==> src/rtl/alu_pkg.sv <==
// Shared operation codes and controller state type for the streaming ALU.
package alu_pkg;

  localparam logic [2:0] ALU_ADD = 3'b000;
  localparam logic [2:0] ALU_SUB = 3'b001;
  localparam logic [2:0] ALU_AND = 3'b010;
  localparam logic [2:0] ALU_OR  = 3'b011;
  localparam logic [2:0] ALU_XOR = 3'b100;
  localparam logic [2:0] ALU_SHL = 3'b101;
  localparam logic [2:0] ALU_SHR = 3'b110;
  localparam logic [2:0] ALU_MUL = 3'b111;

  typedef enum logic {
    ST_IDLE,
    ST_MUL
  } state_t;

endpackage

==> src/rtl/alu_seq_mul.sv <==
// Iterative shift-add multiplier: one partial product per cycle, WIDTH cycles per product.
module alu_seq_mul #(
  parameter int WIDTH = 16
) (
  input  logic               clk,
  input  logic               reset,
  input  logic               start,
  input  logic [WIDTH-1:0]   a,
  input  logic [WIDTH-1:0]   b,
  output logic               done,
  output logic [2*WIDTH-1:0] p
);

  localparam int CW = $clog2(WIDTH);

  logic               busy;
  logic [CW-1:0]      cnt;
  logic [2*WIDTH-1:0] mcand;
  logic [2*WIDTH-1:0] acc;
  logic [2*WIDTH-1:0] acc_next;
  logic [WIDTH-1:0]   mplier;

  always_comb begin
    acc_next = acc + (mplier[0] ? mcand : '0);
  end

  // done and p are combinational so the caller can capture the product on the final step edge.
  assign done = busy && (cnt == CW'(WIDTH - 1));
  assign p    = acc_next;

  always_ff @(posedge clk) begin
    if (!reset) begin
      busy   <= 1'b0;
      cnt    <= '0;
      mcand  <= '0;
      acc    <= '0;
      mplier <= '0;
    end else if (start) begin
      busy   <= 1'b1;
      cnt    <= '0;
      mcand  <= {{WIDTH{1'b0}}, a};
      acc    <= '0;
      mplier <= b;
    end else if (busy) begin
      acc    <= acc_next;
      mcand  <= mcand << 1;
      mplier <= mplier >> 1;
      cnt    <= cnt + 1'b1;
      if (done) begin
        busy <= 1'b0;
      end
    end
  end

endmodule

==> src/rtl/alu_stream.sv <==
// Streaming ALU with valid/ready on both sides, single-cycle ops and a WIDTH-cycle multiply.
module alu_stream
  import alu_pkg::*;
#(
  parameter int WIDTH = 16,
  parameter int SHW   = $clog2(WIDTH)
) (
  input  logic             clk,
  input  logic             reset,
  input  logic             in_valid,
  output logic             in_ready,
  input  logic [2:0]       op,
  input  logic [WIDTH-1:0] i0,
  input  logic [WIDTH-1:0] i1,
  output logic             out_valid,
  input  logic             out_ready,
  output logic [WIDTH-1:0] o,
  output logic             cout,
  output logic             zero,
  output logic             neg,
  output logic             ovf
);

  state_t             state;
  logic               accept;
  logic               mul_start;
  logic               mul_done;
  logic [2*WIDTH-1:0] mul_p;
  logic               mul_hi;

  logic [SHW-1:0]     s;
  logic [WIDTH:0]     sum;
  logic [WIDTH:0]     shl_w;
  logic [WIDTH:0]     shr_w;
  logic [WIDTH-1:0]   alu_o;
  logic               alu_c;
  logic               alu_v;

  assign in_ready  = (state == ST_IDLE) && (!out_valid || out_ready);
  assign accept    = in_valid && in_ready;
  assign mul_start = accept && (op == ALU_MUL);
  assign mul_hi    = |mul_p[2*WIDTH-1:WIDTH];

  alu_seq_mul #(.WIDTH(WIDTH)) u_mul (
    .clk   (clk),
    .reset (reset),
    .start (mul_start),
    .a     (i0),
    .b     (i1),
    .done  (mul_done),
    .p     (mul_p)
  );

  // Shifts run one bit wider so the last bit shifted out lands in the extra position.
  always_comb begin
    s     = i1[SHW-1:0];
    sum   = '0;
    shl_w = {1'b0, i0} << s;
    shr_w = {i0, 1'b0} >> s;
    alu_o = '0;
    alu_c = 1'b0;
    alu_v = 1'b0;
    case (op)
      ALU_ADD: begin
        sum   = {1'b0, i0} + {1'b0, i1};
        alu_o = sum[WIDTH-1:0];
        alu_c = sum[WIDTH];
        alu_v = (i0[WIDTH-1] == i1[WIDTH-1]) && (sum[WIDTH-1] != i0[WIDTH-1]);
      end
      ALU_SUB: begin
        sum   = {1'b0, i0} + {1'b0, ~i1} + 1'b1;
        alu_o = sum[WIDTH-1:0];
        alu_c = sum[WIDTH];
        alu_v = (i0[WIDTH-1] != i1[WIDTH-1]) && (sum[WIDTH-1] != i0[WIDTH-1]);
      end
      ALU_AND: alu_o = i0 & i1;
      ALU_OR:  alu_o = i0 | i1;
      ALU_XOR: alu_o = i0 ^ i1;
      ALU_SHL: {alu_c, alu_o} = shl_w;
      ALU_SHR: {alu_o, alu_c} = shr_w;
      default: ;
    endcase
  end

  always_ff @(posedge clk) begin
    if (!reset) begin
      state     <= ST_IDLE;
      out_valid <= 1'b0;
      o         <= '0;
      cout      <= 1'b0;
      zero      <= 1'b0;
      neg       <= 1'b0;
      ovf       <= 1'b0;
    end else begin
      case (state)
        ST_IDLE: begin
          if (accept) begin
            if (op == ALU_MUL) begin
              state     <= ST_MUL;
              out_valid <= 1'b0;
            end else begin
              out_valid <= 1'b1;
              o         <= alu_o;
              cout      <= alu_c;
              ovf       <= alu_v;
              zero      <= (alu_o == '0);
              neg       <= alu_o[WIDTH-1];
            end
          end else if (out_ready) begin
            out_valid <= 1'b0;
          end
        end
        ST_MUL: begin
          if (mul_done) begin
            state     <= ST_IDLE;
            out_valid <= 1'b1;
            o         <= mul_p[WIDTH-1:0];
            cout      <= mul_hi;
            ovf       <= mul_hi;
            zero      <= (mul_p[WIDTH-1:0] == '0);
            neg       <= mul_p[WIDTH-1];
          end
        end
        default: state <= ST_IDLE;
      endcase
    end
  end

endmodule

==> config.mk <==
export PLATFORM = sky130hd
export DESIGN_NAME = alu_stream
export DESIGN_NICKNAME = d
export VERILOG_FILES = /design/src/rtl/alu_pkg.sv /design/src/rtl/alu_seq_mul.sv /design/src/rtl/alu_stream.sv
export SDC_FILE = /design/constraint.sdc
export NUM_CORES = 1
export LEC_CHECK = 0
export CAP_MARGIN = 20
export CELL_PAD_IN_SITES_DETAIL_PLACEMENT = 1
export CELL_PAD_IN_SITES_GLOBAL_PLACEMENT = 1
export CORE_ASPECT_RATIO = 1.4
export CORE_UTILIZATION = 46
export CTS_CLUSTER_SIZE = 25
export DETAILED_ROUTE_END_ITERATION = 6
export HOLD_SLACK_MARGIN = 0.12
export PLACE_DENSITY_LB_ADDON = 0.1
export SLEW_MARGIN = 10
export SYNTH_ARGS = -nofsm -noshare
export SYNTH_HDL_FRONTEND = slang
export SYNTH_SLANG_ARGS = --single-unit
==> constraint.sdc <==
create_clock -name clk -period 5 [get_ports clk]
set_input_delay 1.25 -clock clk [delete_from_list [all_inputs] [get_ports clk]]
set_output_delay 1.25 -clock clk [all_outputs]
set_load 0.01 [all_outputs]
* Yosys cells after proc, flatten, opt, wreduce, memory -nomap -nowiden *
Index checks and enable logic that the tools add are counted.

word-level totals
  register bits = 107
  output and inout bits = 22
  bits of input ports = 39
  word-level logic and storage cells = 96

cells by class
  $add $sub $neg = 5
  reductions and logical operators = 16
  mux-type cells = 38
  equal/unequal tests = 16
  bitwise logic cells = 6
  shifts and indexed selects = 2

operator list
  operator                                                                number
  16-bit two-way mux                                                      7
  16-bit one-hot mux with 7 select lines                                  1
  16-bit by 16-bit adder with 17-bit output                               2
  32-bit adder                                                            1
  16-bit zero test                                                        2
  32-bit two-way mux                                                      1
  16-bit one-hot mux with 2 select lines                                  1
  1-bit two-way mux                                                       20
  17-bit by 1-bit adder with 17-bit output (second input constant)        1
  16-bit by 4-bit << shifter with 17-bit output                           1
  17-bit by 4-bit >> shifter with 17-bit output                           1
  16-bit AND                                                              1
  16-bit NOT                                                              1
  16-bit bitwise OR                                                       1
  16-bit OR reduction                                                     1
  16-bit bitwise XOR                                                      1
  1-bit one-hot mux with 2 select lines                                   7
  3-bit equality test (second input constant)                             4
  3-bit by 2-bit equality test with 1-bit output (second input constant)  2
  1-bit logical AND                                                       6
  4-bit by 1-bit adder with 4-bit output (second input constant)          1
  4-bit equality test (second input constant)                             1
  2-bit != test (second input constant)                                   2
  1-bit one-hot mux with 4 select lines                                   1
  13 further kinds                                                        16

* Longest topological paths before layout *
  word-level depth = 9
  depth in mapped cells = 14

* Hierarchy *
Synthesis repeated with hierarchy kept, for this count alone.

unflattened totals
  cell total of the unflattened synthesis = 1378
  area total of the unflattened synthesis = 10704.0 um^2

by module, submodules not included
  module       instances  sequential area each (um^2)  area each (um^2)  cells each
  alu_seq_mul  1          1701.6                       5564.1            662
  alu_stream   1          420.4                        5139.9            716

* Least setup slack after synthesis *
No wires, ideal clock.

  path type = input port to flip-flop
  start point = input i1[1]
  end point = register zero
  arrival = 4.218 ns
  setup slack = 0.662 ns
  required time = 4.880 ns
  stages on the path = 13
  cell sequence = buf_2 > clkinv_1 > clkbuf_1 > fa_1 > nor2b_1 > o311ai_1 > a211oi_1 > a211oi_1 > mux2i_1 > o221a_2 > o2111ai_1 > nor4_1 > a211o_1

between the ends
  longest elaborated chain between the ends = 8
  elaborated cells on any way between the ends = 14
  those cells by class = add/sub (3); shift (2); mux (4); bitwise (4); reduce/logical (1)

ends and longest elaborated chain
  element                                     RTL line           RTL
  from (decl)                                 alu_stream.sv:14   input logic [WIDTH-1:0] i1,
  16-bit NOT                                  alu_stream.sv:71   sum = {1'b0, i0} + {1'b0, ~i1} + 1'b1;
  16-bit by 16-bit adder with 17-bit output   alu_stream.sv:71
  17-bit by 1-bit adder with 17-bit output    alu_stream.sv:71
  16-bit one-hot mux with 7 select lines (*)  alu_stream.sv:63   case (op)
  16-bit zero test (*)                        alu_stream.sv:106  zero <= (alu_o == '0);
  1-bit two-way mux (*)                       alu_stream.sv:98   if (op == ALU_MUL) begin
  1-bit two-way mux (*)                       alu_stream.sv:97   if (accept) begin
  1-bit one-hot mux with 2 select lines (*)   alu_stream.sv:95   case (state)
  to (signal assigned)                        alu_stream.sv:106
  to (signal assigned)                        alu_stream.sv:120  zero <= (mul_p[WIDTH-1:0] == '0);
  to (decl)                                   alu_stream.sv:19   output logic zero,

Mark *: on every way between the ends. The rest lies on a longest branch, timed or not. The select of a mux whose other input is x is not followed.
A chain may end at the register's enable or synchronous reset.

* Final worst setup path *
  start point = input i0[0]
  end point = register zero

between the ends
  longest elaborated chain between the ends = 7
  elaborated cells on any way between the ends = 13
  those cells by class = add/sub (3); shift (2); mux (4); bitwise (3); reduce/logical (1)

ends and longest elaborated chain
  element                                     RTL line           RTL
  from (decl)                                 alu_stream.sv:13   input logic [WIDTH-1:0] i0,
  16-bit by 16-bit adder with 17-bit output   alu_stream.sv:71
  17-bit by 1-bit adder with 17-bit output    alu_stream.sv:71
  16-bit one-hot mux with 7 select lines (*)  alu_stream.sv:63
  16-bit zero test (*)                        alu_stream.sv:106
  1-bit two-way mux (*)                       alu_stream.sv:98
  1-bit two-way mux (*)                       alu_stream.sv:97
  1-bit one-hot mux with 2 select lines (*)   alu_stream.sv:95

Marked as above.

==> flow_summary.toml <==
[detailed_routing]
routed_wire_length_per_instance_um = 24.8
vias_per_cell = 6.34
route.final.wire_length_um = 42800
antenna_left = 0
detail_route.iter0.violations = 719
drt_first_pass_iters = 6
drc_errors = 0
dr_total_vias = 11000

[clocking]
cts.reportedPaths.clkPinSlew_ns = 0.07
cts-resized-gates = 0
max-clock-path-buffers = 2
htreeDepth = 3
cts_inserted_buffers = 9
cts_root_buf = "sky130_fd_sc_hd__clkbuf_16"
cts-hold-fix-buffers = 0
clkSinkCount = 106
insertion_delay_ns = 0.38
cts_setup_buffers = 0
tritoncts = "yes"

[synthesis]
synth_cell_types = 83
synth_simple_gate_area_share_pct = 21.9
synth-xor-area-share_pct = 2.54
asr_flop_ratio_synth_pct = 0
synth_largest_area_cell = "sky130_fd_sc_hd__dfxtp_1"
synth_top_cells_by_count = "sky130_fd_sc_hd__nand2_1, sky130_fd_sc_hd__nor2_1, sky130_fd_sc_hd__dfxtp_1"
synth_warnings = 0
avgSynthCellArea_um2 = 7.80
synth.area.top_cells = "sky130_fd_sc_hd__dfxtp_1, sky130_fd_sc_hd__ha_1, sky130_fd_sc_hd__mux2i_1"
netlist_area_mm2 = 0.0107
yosys-mux-area-fraction_pct = 12.9
synthesis.instances = 1370
synth-seq-cells = 106
synth_compound_gate_area_share_pct = 26.6
synth.net_count = 1496
largest_family_of_logic_cells_by_synthesized_area = "compound AO/OA/AOI/OAI gates"
synth_seq_area_share_pct = 19.9
top_count_cell_post_synth = "sky130_fd_sc_hd__nand2_1"
synthFlopType = "sky130_fd_sc_hd__dfxtp_1"
synth_fa_ha_area_share_pct = 10.4
synth_edf_count = 0
yosys.area.top_type_share_pct = 19.9

[power_and_ir_drop]
powerDensity_mw_per_mm2 = 197
power_leakage_nw = 5.33
power.ir.vdd_worst_v = 0.000188

[floorplanning]
initial_core_util_pct = 47.1
die-height_um = 182
core_area_mm2 = 0.0227
num_rows = 65
floorplan.die_area_mm2 = 0.0239
ioPinCount = 61
die-width_um = 131

[timing]
fin_skew_ns = 0.0119
timing.slew.headroom_pct = 32.9
finalMaxSlewViolations = 0
fin_hold_ws_ns = 0.472
hold_viol_final = 0
totalNegativeSetupSlack_ns = 0
rsz0062_at_grt = "false"
layout_worst_path_cycle_share_pct = 90.8
timing.fmax_mhz = 220
period_needed_ns = 4.54
finalSetupViolations = 0
worst_slew_pin_slew_ns = 1.00

[placed_design]
gpl.final_weighted_congestion = 0.974
place.detailed.hpwl_um = 33900
port-buffer-count = 60
dpl.cell_count = 1714

[grt]
grt_pass1_wl_um = 65100
grt-ovfl-total = 0
initial_antenna_violation_count = 0
maximum_number_of_pins_on_one_net_before_global_route_repair = 67
grt_util_all_layers_pct = 36.6
grt_pass1_vias = 11400

[final_layout]
final-seq-area_mm2 = 0.00213
final-instance-count-excl-fill = 1729
area_used_by_multi_input_combinational_logic_mm2 = 0.00797
num-nets-final = 1550
post_route_cells_drive_above_1_share_pct = 9.66
area_growth_pct = 13.5
fill_cells = 2815
utilization_pct = 53.5
number_of_antenna_repair_diodes = 0

[min_path]
hold_path_end = "o[3]"
worstHoldStart = "o[3]"
worstHoldPathType = "flop to flop"
hold_critical_path_depth = 2

[setup_path]
crit_path_start_kind = "primary input"
critical_path.endpoint_type = "flop"
arrival_ns = 4.80
reg2reg_to = "ovf"
reg2reg_from = "u_mul.mplier[0]"
timing_worst_setup_path_type = "primary input to flop"
crit_required_ns = 5.26
r2r.worst_path.cells = 13
ff2ff_setup_slack_ns = 0.60
cp_max_fo = 6

[status]
outcome = "finished, final reports clean"

[flow_run]
drv.max_cap_violation_count = 0
routing by layer:
| layer | vias to the layer above | global-route usage [%] | wire (um) |
|---|---|---|---|
| li1 | 5164 | - | - |
| met1 | 5369 | 39.9 | 16700 |
| met2 | 304 | 65.1 | 21600 |
| met3 | 124 | 4.34 | 1480 |
| met4 | 0 | 25.1 | 3050 |
| met5 | - | 0 | 0 |
layout by cell type, fill, tap and decap left out, types with 11 or more instances in the layout:
cell	instances
sky130_fd_sc_hd__a211oi_1	34
sky130_fd_sc_hd__a21boi_0	15
sky130_fd_sc_hd__a21o_1	20
sky130_fd_sc_hd__a21oi_1	74
sky130_fd_sc_hd__and2_1	44
sky130_fd_sc_hd__and3_1	11
sky130_fd_sc_hd__buf_4	67
sky130_fd_sc_hd__clkdlybuf4s50_1	57
sky130_fd_sc_hd__dfxtp_1	105
sky130_fd_sc_hd__ha_1	84
sky130_fd_sc_hd__inv_1	65
sky130_fd_sc_hd__mux2_2	12
sky130_fd_sc_hd__mux2i_1	92
sky130_fd_sc_hd__mux4_2	14
sky130_fd_sc_hd__nand2_1	138
sky130_fd_sc_hd__nand2b_1	13
sky130_fd_sc_hd__nand3_1	32
sky130_fd_sc_hd__nand4_1	20
sky130_fd_sc_hd__nor2_1	132
sky130_fd_sc_hd__nor2b_1	17
sky130_fd_sc_hd__nor3_1	27
sky130_fd_sc_hd__nor4_1	11
sky130_fd_sc_hd__o211a_1	36
sky130_fd_sc_hd__o211ai_1	21
sky130_fd_sc_hd__o21a_1	14
sky130_fd_sc_hd__o21ai_0	53
sky130_fd_sc_hd__xnor2_1	23
area by class of cell:
class                      instances  share of cell area, %
clock inverter                     5                  0.289
clock buffer                      10                   2.06
tap                              301                   3.10
sequential                       106                   17.5
timing repair buffer             129                   9.30
inverter                          66                   2.04
multi-input combinational       1112                   65.7
stage by stage:
step / area, um2 / setup slack [ns] / power [W]
final: 12100 / 0.462 / 0.00240
after global routing: 12100 / 0.214 / 0.00248
after CTS: 12100 / 0.514 / 0.00240
after detailed placement: 11800 / 0.128 / 0.00167
after global placement: 11800 / 0.203 / 0.00167
after floorplan: 10700 / 0.662 / 0.00135
critical path, stage by stage:
cell and delay (ns):
sky130_fd_sc_hd__clkdlybuf4s50_1 0.50, sky130_fd_sc_hd__inv_1 0.15, sky130_fd_sc_hd__ha_1 0.20, sky130_fd_sc_hd__inv_1 0.06
sky130_fd_sc_hd__fa_1 0.40, sky130_fd_sc_hd__nor2b_1 0.18, sky130_fd_sc_hd__o311ai_1 0.32, sky130_fd_sc_hd__buf_4 0.21
sky130_fd_sc_hd__a211oi_1 0.10, sky130_fd_sc_hd__a211oi_1 0.44, sky130_fd_sc_hd__mux2i_1 0.16, sky130_fd_sc_hd__o221a_2 0.31
sky130_fd_sc_hd__o2111ai_1 0.15, sky130_fd_sc_hd__nor4_1 0.09, sky130_fd_sc_hd__a211o_1 0.29
registers in the layout, indices dropped and copies added, names as in the netlist:
| register | count |
|---|---|
| u_mul.acc | 32 |
| ovf | 1 |
| o | 16 |
| state | 1 |
| u_mul.busy | 1 |
| u_mul.mcand | 32 |
| zero | 1 |
| u_mul.cnt | 4 |
| cout | 1 |
| u_mul.mplier | 16 |
| out_valid | 1 |
logic make-up (layout without fill, tap and decap cells):
logic type	after synthesis	count (layout)
compound gates	390	390
xor+xnor	31	31
fa+ha+maj	87	87
buf+inv	152	210
flops	106	106
mux	119	119
simple gates	485	485
worst max path at each step:
stage           from  endpoint  slack (ns)  cells past startpoint
6_report       i0[0]      zero        0.46                     15
5_1_grt        i0[0]      cout        0.21                     15
4_1_cts        i0[0]      zero        0.51                     15
3_5_place_dp   i0[0]      zero        0.13                     15
3_3_place_gp   i1[2]      zero        0.20                     13
2_1_floorplan  i1[1]      zero        0.66                     13
where the power goes:
part	leakage [nW]	internal, W	switching (W)
Sequential	0.859	0.000870	0.0000228
Clock	0.140	0.000368	0.000358
Combinational	4.33	0.000307	0.000470
Total	5.33	0.00154	0.000851
No activity file was read; power rests on OpenSTA's default activity.
